[src/rtl/sha256_pkg.sv]
// sha256_pkg: shared types and constants for the SHA-256 message padder
package sha256_pkg;
    typedef enum logic [1:0] {ABSORB, PAD, LEN, EMIT} state_t;
    localparam int BLOCK_BYTES = 64;
    localparam int LEN_OFFSET = 56;
    localparam logic [7:0] PAD_BYTE = 8'h80;
    typedef logic [8*BLOCK_BYTES-1:0] block_t;
endpackage

[src/rtl/sha256_msg_padder.sv]
// sha256_msg_padder: packs a byte stream big-endian into 512-bit blocks with FIPS 180-4 padding
module sha256_msg_padder
    import sha256_pkg::*;
#(
    parameter int LEN_W = 64
) (
    input  logic         clk,
    input  logic         rst,
    input  logic [7:0]   din,
    input  logic         valid,
    input  logic         last,
    output logic         ready,
    output logic [511:0] blk_data,
    output logic         blk_valid,
    output logic         blk_first,
    output logic         blk_final,
    input  logic         blk_ready
);
    state_t           state;
    block_t           blk;
    logic [5:0]       idx;
    logic [LEN_W-1:0] bitlen;
    logic             need_len;
    logic             pend_last;

    assign ready     = state == ABSORB;
    assign blk_valid = state == EMIT;
    assign blk_data  = blk;

    // byte idx occupies bits {~idx,3'b0} +: 8, so byte 0 lands in [511:504]
    always_ff @(posedge clk or posedge rst)
        if (rst) begin
            state     <= ABSORB;
            blk       <= '0;
            idx       <= '0;
            bitlen    <= '0;
            need_len  <= 1'b0;
            pend_last <= 1'b0;
            blk_first <= 1'b1;
            blk_final <= 1'b0;
        end else begin
            case (state)
                ABSORB: if (valid) begin
                    blk[{~idx, 3'b000} +: 8] <= din;
                    bitlen <= bitlen + LEN_W'(8);
                    idx <= idx + 6'd1;
                    if (idx == 6'(BLOCK_BYTES - 1)) begin
                        pend_last <= last;
                        state <= EMIT;
                    end else if (last)
                        state <= PAD;
                end
                PAD: begin
                    for (int i = 0; i < BLOCK_BYTES; i++)
                        if (i > int'(idx)) blk[8*(BLOCK_BYTES-1-i) +: 8] <= '0;
                    blk[{~idx, 3'b000} +: 8] <= PAD_BYTE;
                    if (int'(idx) < LEN_OFFSET) begin
                        blk[LEN_W-1:0] <= bitlen;
                        blk_final <= 1'b1;
                    end else
                        need_len <= 1'b1;
                    state <= EMIT;
                end
                LEN: begin
                    blk <= block_t'(bitlen);
                    blk_final <= 1'b1;
                    need_len <= 1'b0;
                    state <= EMIT;
                end
                EMIT: if (blk_ready) begin
                    blk <= '0;
                    idx <= '0;
                    blk_first <= blk_final;
                    blk_final <= 1'b0;
                    if (need_len)
                        state <= LEN;
                    else if (pend_last) begin
                        pend_last <= 1'b0;
                        state <= PAD;
                    end else begin
                        if (blk_final) bitlen <= '0;
                        state <= ABSORB;
                    end
                end
                default: state <= ABSORB;
            endcase
        end
endmodule

[config.mk]
export PLATFORM = sky130hd
export DESIGN_NAME = sha256_msg_padder
export DESIGN_NICKNAME = d
export VERILOG_FILES = /design/src/rtl/sha256_pkg.sv /design/src/rtl/sha256_msg_padder.sv
export SDC_FILE = /design/constraint.sdc
export NUM_CORES = 2
export LEC_CHECK = 0
export ABC_AREA = 0
export CAP_MARGIN = 40
export CORE_MARGIN = 2
export CORE_UTILIZATION = 47
export DETAILED_ROUTE_END_ITERATION = 8
export GPL_ROUTABILITY_DRIVEN = 1
export PLACE_DENSITY = 0.78
export SYNTH_ARGS = -nofsm -noshare
export SYNTH_HDL_FRONTEND = slang
export SYNTH_SLANG_ARGS = --single-unit
[constraint.sdc]
create_clock -name clk -period 18.6 [get_ports clk]
set_input_delay 1.86 -clock clk [delete_from_list [all_inputs] [get_ports clk]]
set_output_delay 1.86 -clock clk [all_outputs]
set_load 0.02 [all_outputs]
* Word level (Yosys, flattened, before mapping)
Index checks and enable logic that the tools add are counted.
** Word-level totals
- Register bits after elaboration :: 588
- Bits of input ports :: 13
- Word-level logic and storage cells :: 263
** Operators by class
- Add/sub/neg operators :: 3
- $lt $le $gt $ge :: 64
- Equality and inequality tests :: 13
- Shifts and indexed selects :: 3
- Multiplexer cells :: 158
- Bitwise logic cells :: 1
- Reductions and logical operators :: 13
** Operators with widths (number)
- 512-bit case mux with 4 select lines :: 1
- 512-bit bitwise mux :: 2
- 512-bit 2-to-1 mux :: 2
- 8-bit 2-to-1 mux :: 126
- 8-bit by 11-bit variable shift with 512-bit output, first input constant :: 1
- 8-bit by 11-bit variable part select with 512-bit output :: 1
- 8-bit by 11-bit variable part select with 512-bit output, first input constant :: 1
- 64-bit 2-to-1 mux :: 6
- 6-bit > comparator, first input constant :: 32
- 64-bit case mux with 2 select lines :: 1
- 5-bit by 6-bit > comparator with 1-bit output, first input constant :: 16
- 64-bit by 4-bit adder with 64-bit output, second input constant :: 1
- 4-bit by 6-bit > comparator with 1-bit output, first input constant :: 8
- 3-bit by 6-bit > comparator with 1-bit output, first input constant :: 4
- 2-bit by 6-bit > comparator with 1-bit output, first input constant :: 2
- 6-bit 2-to-1 mux :: 2
- 6-bit case mux with 2 select lines :: 1
- 9-bit negator with 11-bit output :: 1
- 2-bit 2-to-1 mux :: 5
- 2-bit != test, second input constant :: 5
- 3-bit AND reduction :: 3
- 1-bit 2-to-1 mux :: 8
- 6-bit by 1-bit adder with 6-bit output, second input constant :: 1
- 6-bit == test, second input constant :: 1
- 17 further kinds :: 24

* Depth between registers and ports, before layout
- Word-level depth :: 6
- Depth in mapped cells :: 12

* Worst setup path before layout
Ideal clock, no wire load.
- Path type :: in2reg
- Start point :: input blk_ready
- End point :: register blk[40], in the netlist blk_data[40]
- Library setup time :: 0.130 ns
- Arrival time :: 3.357 ns
- Required time :: 18.470 ns
- Setup slack :: 15.113 ns
- Cell stages on the path :: 7
- Buffers on the path :: 1
- Cell sequence :: nand2b_1 -> nand2_1 -> nor4_2 -> a21oi_2 -> nand2b_1 -> clkbuf_1 -> o2bb2ai_1
** Between the ends
- Longest elaborated chain between the ends :: 2
** Ends and longest elaborated chain
- start, declared :: line sha256_msg_padder.sv:17 : input logic blk_ready
- 2-bit by 1-bit != test with 1-bit output (no source line)
- 2-bit AND reduction (no source line)
- end signal, assigned by index :: line sha256_msg_padder.sv:44 : blk[{~idx, 3'b000} +: 8] <= din;
- end signal, assigned by index :: line sha256_msg_padder.sv:58 : blk[LEN_W-1:0] <= bitlen;
- end signal, assigned :: line sha256_msg_padder.sv:65 : blk <= block_t'(bitlen);
- end, declared :: line sha256_msg_padder.sv:20 : block_t blk;
No other way between the ends.
A chain may end at the register's enable or synchronous reset.

* Worst setup path after layout
- Start point :: register state[1]
- End point :: output ready
** Between the ends
- Longest elaborated chain between the ends :: 1
** Ends and longest elaborated chain
- start, declared :: line sha256_msg_padder.sv:19 : state_t state;
- start signal, assigned :: line sha256_msg_padder.sv:33 : state <= ABSORB;
- start signal, assigned :: line sha256_msg_padder.sv:49 : state <= EMIT;
- start signal, assigned :: line sha256_msg_padder.sv:51 : state <= PAD;
- 2-bit logical NOT :: line sha256_msg_padder.sv:26 : assign ready = state == ABSORB;
- end, declared :: line sha256_msg_padder.sv:12 : output logic ready,
No other way between the ends.

==> impl_results.md <==
* Status: complete, no violations
* Die height at 240.2 um
* Clock Power Share at 30.4%
* Share of the synthesized area in the top cell type at 55.73%
* Pwr Density at 119.8 nW/um^2
* Post-synth top flop: dfrtp_1
* Switching Share at 42.41%
* Skew final at 0.03407 ns
* Place WS at 13.81 ns
* Routability cong. at 0.9818
* Dpl cell area at 32400 um^2
* H-tree depth at 2
* Initial Util at 47.60%
* Setup CP Type: flip-flop to output port
* Die area at 57700 um^2
* Clk_lat worst skew at 0.65 ns
* Hold Buf Count CTS at 0
* Yosys Warn Count at 0
* Seq/Total Area, Yosys at 55.83%
* Finished Layout Cells at 3721
* Buf+Inv Stages, Crit Path at 3
* Residual DRC count at 0
* Initial antenna violation count at 2
* Switch Pwr at 1.751 mW
* Syn nets at 2451
* Seq. cell area at 14640 um^2
* DP HPWL at 75.76 mm
* Flop pwr share at 32.8%
* Maximum fanout along the worst path at 42
* Vias at 24210
* GRT overflow at 0
* CTS clk-pin slew, worst paths at 0.07 ns
* M1 wire length at 40.02 mm
* Critical Path Start Type: flip-flop
* Cts repair resizes at 0
* P_leak at 14.53 nW
* WL per Instance at 28.28 um
* TritonCTS clock tree: built
* Achievable frequency at 201.6 MHz
* Ys async rst share at 100.0%
* RSZ-0062 raised after global routing: no
* Drt first-iter violations at 3006
* Core area at 55090 um^2
* Routed length on met2 at 48.19 mm
* Post-layout min period at 4.962 ns
* Layout fillers at 4462
* Mapped Cells at 2429
* Die Wd at 240.2 um
* Hold Crit Class: flip-flop to flip-flop
* Fin crit share at 26.67%
* Worst path cell trace: inv_1 > ha_2 > buf_4 > clkdlybuf4s50_1
* Cell Area, Synth at 26220 um^2
* Ports at 529
* Largest net degree at the start of global routing at 185
* Most common cell after layout, fill and taps aside: dfrtp_1
* # placed instances at 3605
* Number of global-route vias before repair at 23630
* Via density at 6.506
* Final Max Slew Viols at 0
* # Max-Cap Violations at 0
* Tot Pwr at 4.129 mW
* Gate power share at 36.8%
* Reg2Reg Setup Slack at 14.49 ns
* Area occupied by multi-input gates at 10890 um^2
* Critical Path Max Stage Delay at 0.71 ns
* Worst path slowest cell: clkdlybuf4s50_1
* Drt total wl at 105.2 mm
* Family with the most delay on the worst path: buffers and inverters
* Clock root cell: clkbuf_16
* Synth area leader: dfrtp_1
* CP Capture Type: output port
* Post-synth EDFFs at 0
* Endpoints failing setup at 0
* Synthesized flop and latch total at 585
* First-pass GRT wire length at 154.6 mm
* Critical path required time at 16.74 ns
* Internal at 2.378 mW
* Top cells by area, synth: dfrtp_1 (56%), a22o_1 (8.6%), o2bb2ai_1 (4.8%)
* Critical path arrival at 3.10 ns
* Num rows at 86
* Routed wl met3 at 11.40 mm
* Final #Nets at 2945
* Setup ws final at 13.64 ns
* Final hold vios at 0
* Max IR drop VDD at 0.07602 mV
* CTS Sinks at 585
* CTS buffer count at 60
* Finished Cell Area at 34480 um^2
* Fraction of final layout cells with drive strength greater than 1 at 8.614%
* Most frequent cells in the layout: dfrtp_1 (584), clkdlybuf4s50_1 (528), a22o_1 (258)
* Drt first pass iters at 7
* Syn-to-layout area delta at 31.48%
* Post-DRT Antenna Nets at 0
* Deepest clock path buffer count at 3
* GRT Total Usage at 35.79%
* IO buf count at 528
* Post-CTS Setup Inserts at 0
* Slew @ Worst Pin at 1.077 ns
* Slew headroom at 28.18%
* Post-synth cell types at 82
* Top sig layer: met5
* Mean Syn Cell Area at 10.80 um^2
* Setup_tns at 0 ns
## power groups by stage
| stage | sequential (mW) | clock [mW] | combinational, mW |
|---|---|---|---|
| after global placement | 1.38 | 0 | 1.42 |
| final | 1.36 | 1.25 | 1.52 |
| after global routing | 1.36 | 1.32 | 1.59 |
| after CTS | 1.35 | 1.26 | 1.46 |
| after detailed placement | 1.38 | 0 | 1.46 |
| after floorplan | 1.39 | 0 | 0.875 |
## flip-flops by register name, summed over array words and instances, names as in the netlist
name / count
state: 2
idx: 6
blk_first: 1
blk_data: 512
need_len: 1
pend_last: 1
bitlen: 61
blk_final: 1
## cell usage after synthesis (5+ instances only)
master and instances:
a22o_1 258, xor2_1 9, nor4_4 6, ha_1 9, nor3_1 46, xnor2_1 42
nor2_1 171, nor4_1 13, buf_2 29, or3_1 9, and2_1 20, dfrtp_1 584
or2_2 12, and3_1 10, o211ai_1 8, a31oi_1 11, o21a_1 21, nor2b_1 14
clkbuf_1 116, nor3_2 19, a21o_1 10, nand2b_1 11, nand2_1 197, o21ai_0 191
o21ai_1 18, a211oi_1 6, a32o_1 17, mux2i_1 5, o2bb2ai_1 143, buf_1 11
nand4_1 26, a22oi_1 58, inv_1 25, o22ai_1 19, o31ai_1 22, nand3_1 103
a21oi_1 68
## cells by family after synthesis
family	Yosys count	share of synthesized area, %
compound gates	888	25.00
simple gates	700	13.71
flops	585	55.83
buf+inv	186	2.887
xor+xnor	53	1.828
fa+ha+maj	9	0.4294
mux	8	0.3197
## worst paths after layout
path	start	cells after the start	end
min in group asynchronous	rst	2	blk_data[232]$_DFFE_PP0P_
max in group asynchronous	rst	6	blk_first$_DFFE_PP1P_
worst min register to register	blk_data[134]$_DFFE_PP0P_	1	blk_data[134]$_DFFE_PP0P_
worst max-delay path	state[1]$_DFFE_PP0P_	4	ready
worst max register to register	idx[1]$_DFFE_PP0P_	7	blk_data[96]$_DFFE_PP0P_
worst min-delay path	blk_data[134]$_DFFE_PP0P_	1	blk_data[134]$_DFFE_PP0P_
## per-layer routing
layer,up-vias,GRT usage [%]
met5,-,0
met4,2,17.56
met3,298,8.714
met2,1646,55.75
met1,12150,46.98
li1,10120,-
## through the flow
stage | hold WS [ns] | utilization (%)
floorplan | 0.4728 | -
global placement | 0.4657 | 58.48
detailed placement | 0.4690 | 58.81
CTS | 0.4824 | 62.53
global route | 0.5019 | 62.58
finish | 0.4814 | 62.58
## cell type report
| class | instances | share of cell area, % |
|---|---|---|
| antenna | 1 | 0.007258 |
| clock buffer | 86 | 5.164 |
| clock inverter | 25 | 0.7875 |
| inverter | 26 | 0.3048 |
| multi-input combinational | 1658 | 31.58 |
| sequential | 585 | 42.46 |
| tap | 748 | 2.714 |
| timing repair buffer | 592 | 16.98 |
(Power assumes the default switching activity.)
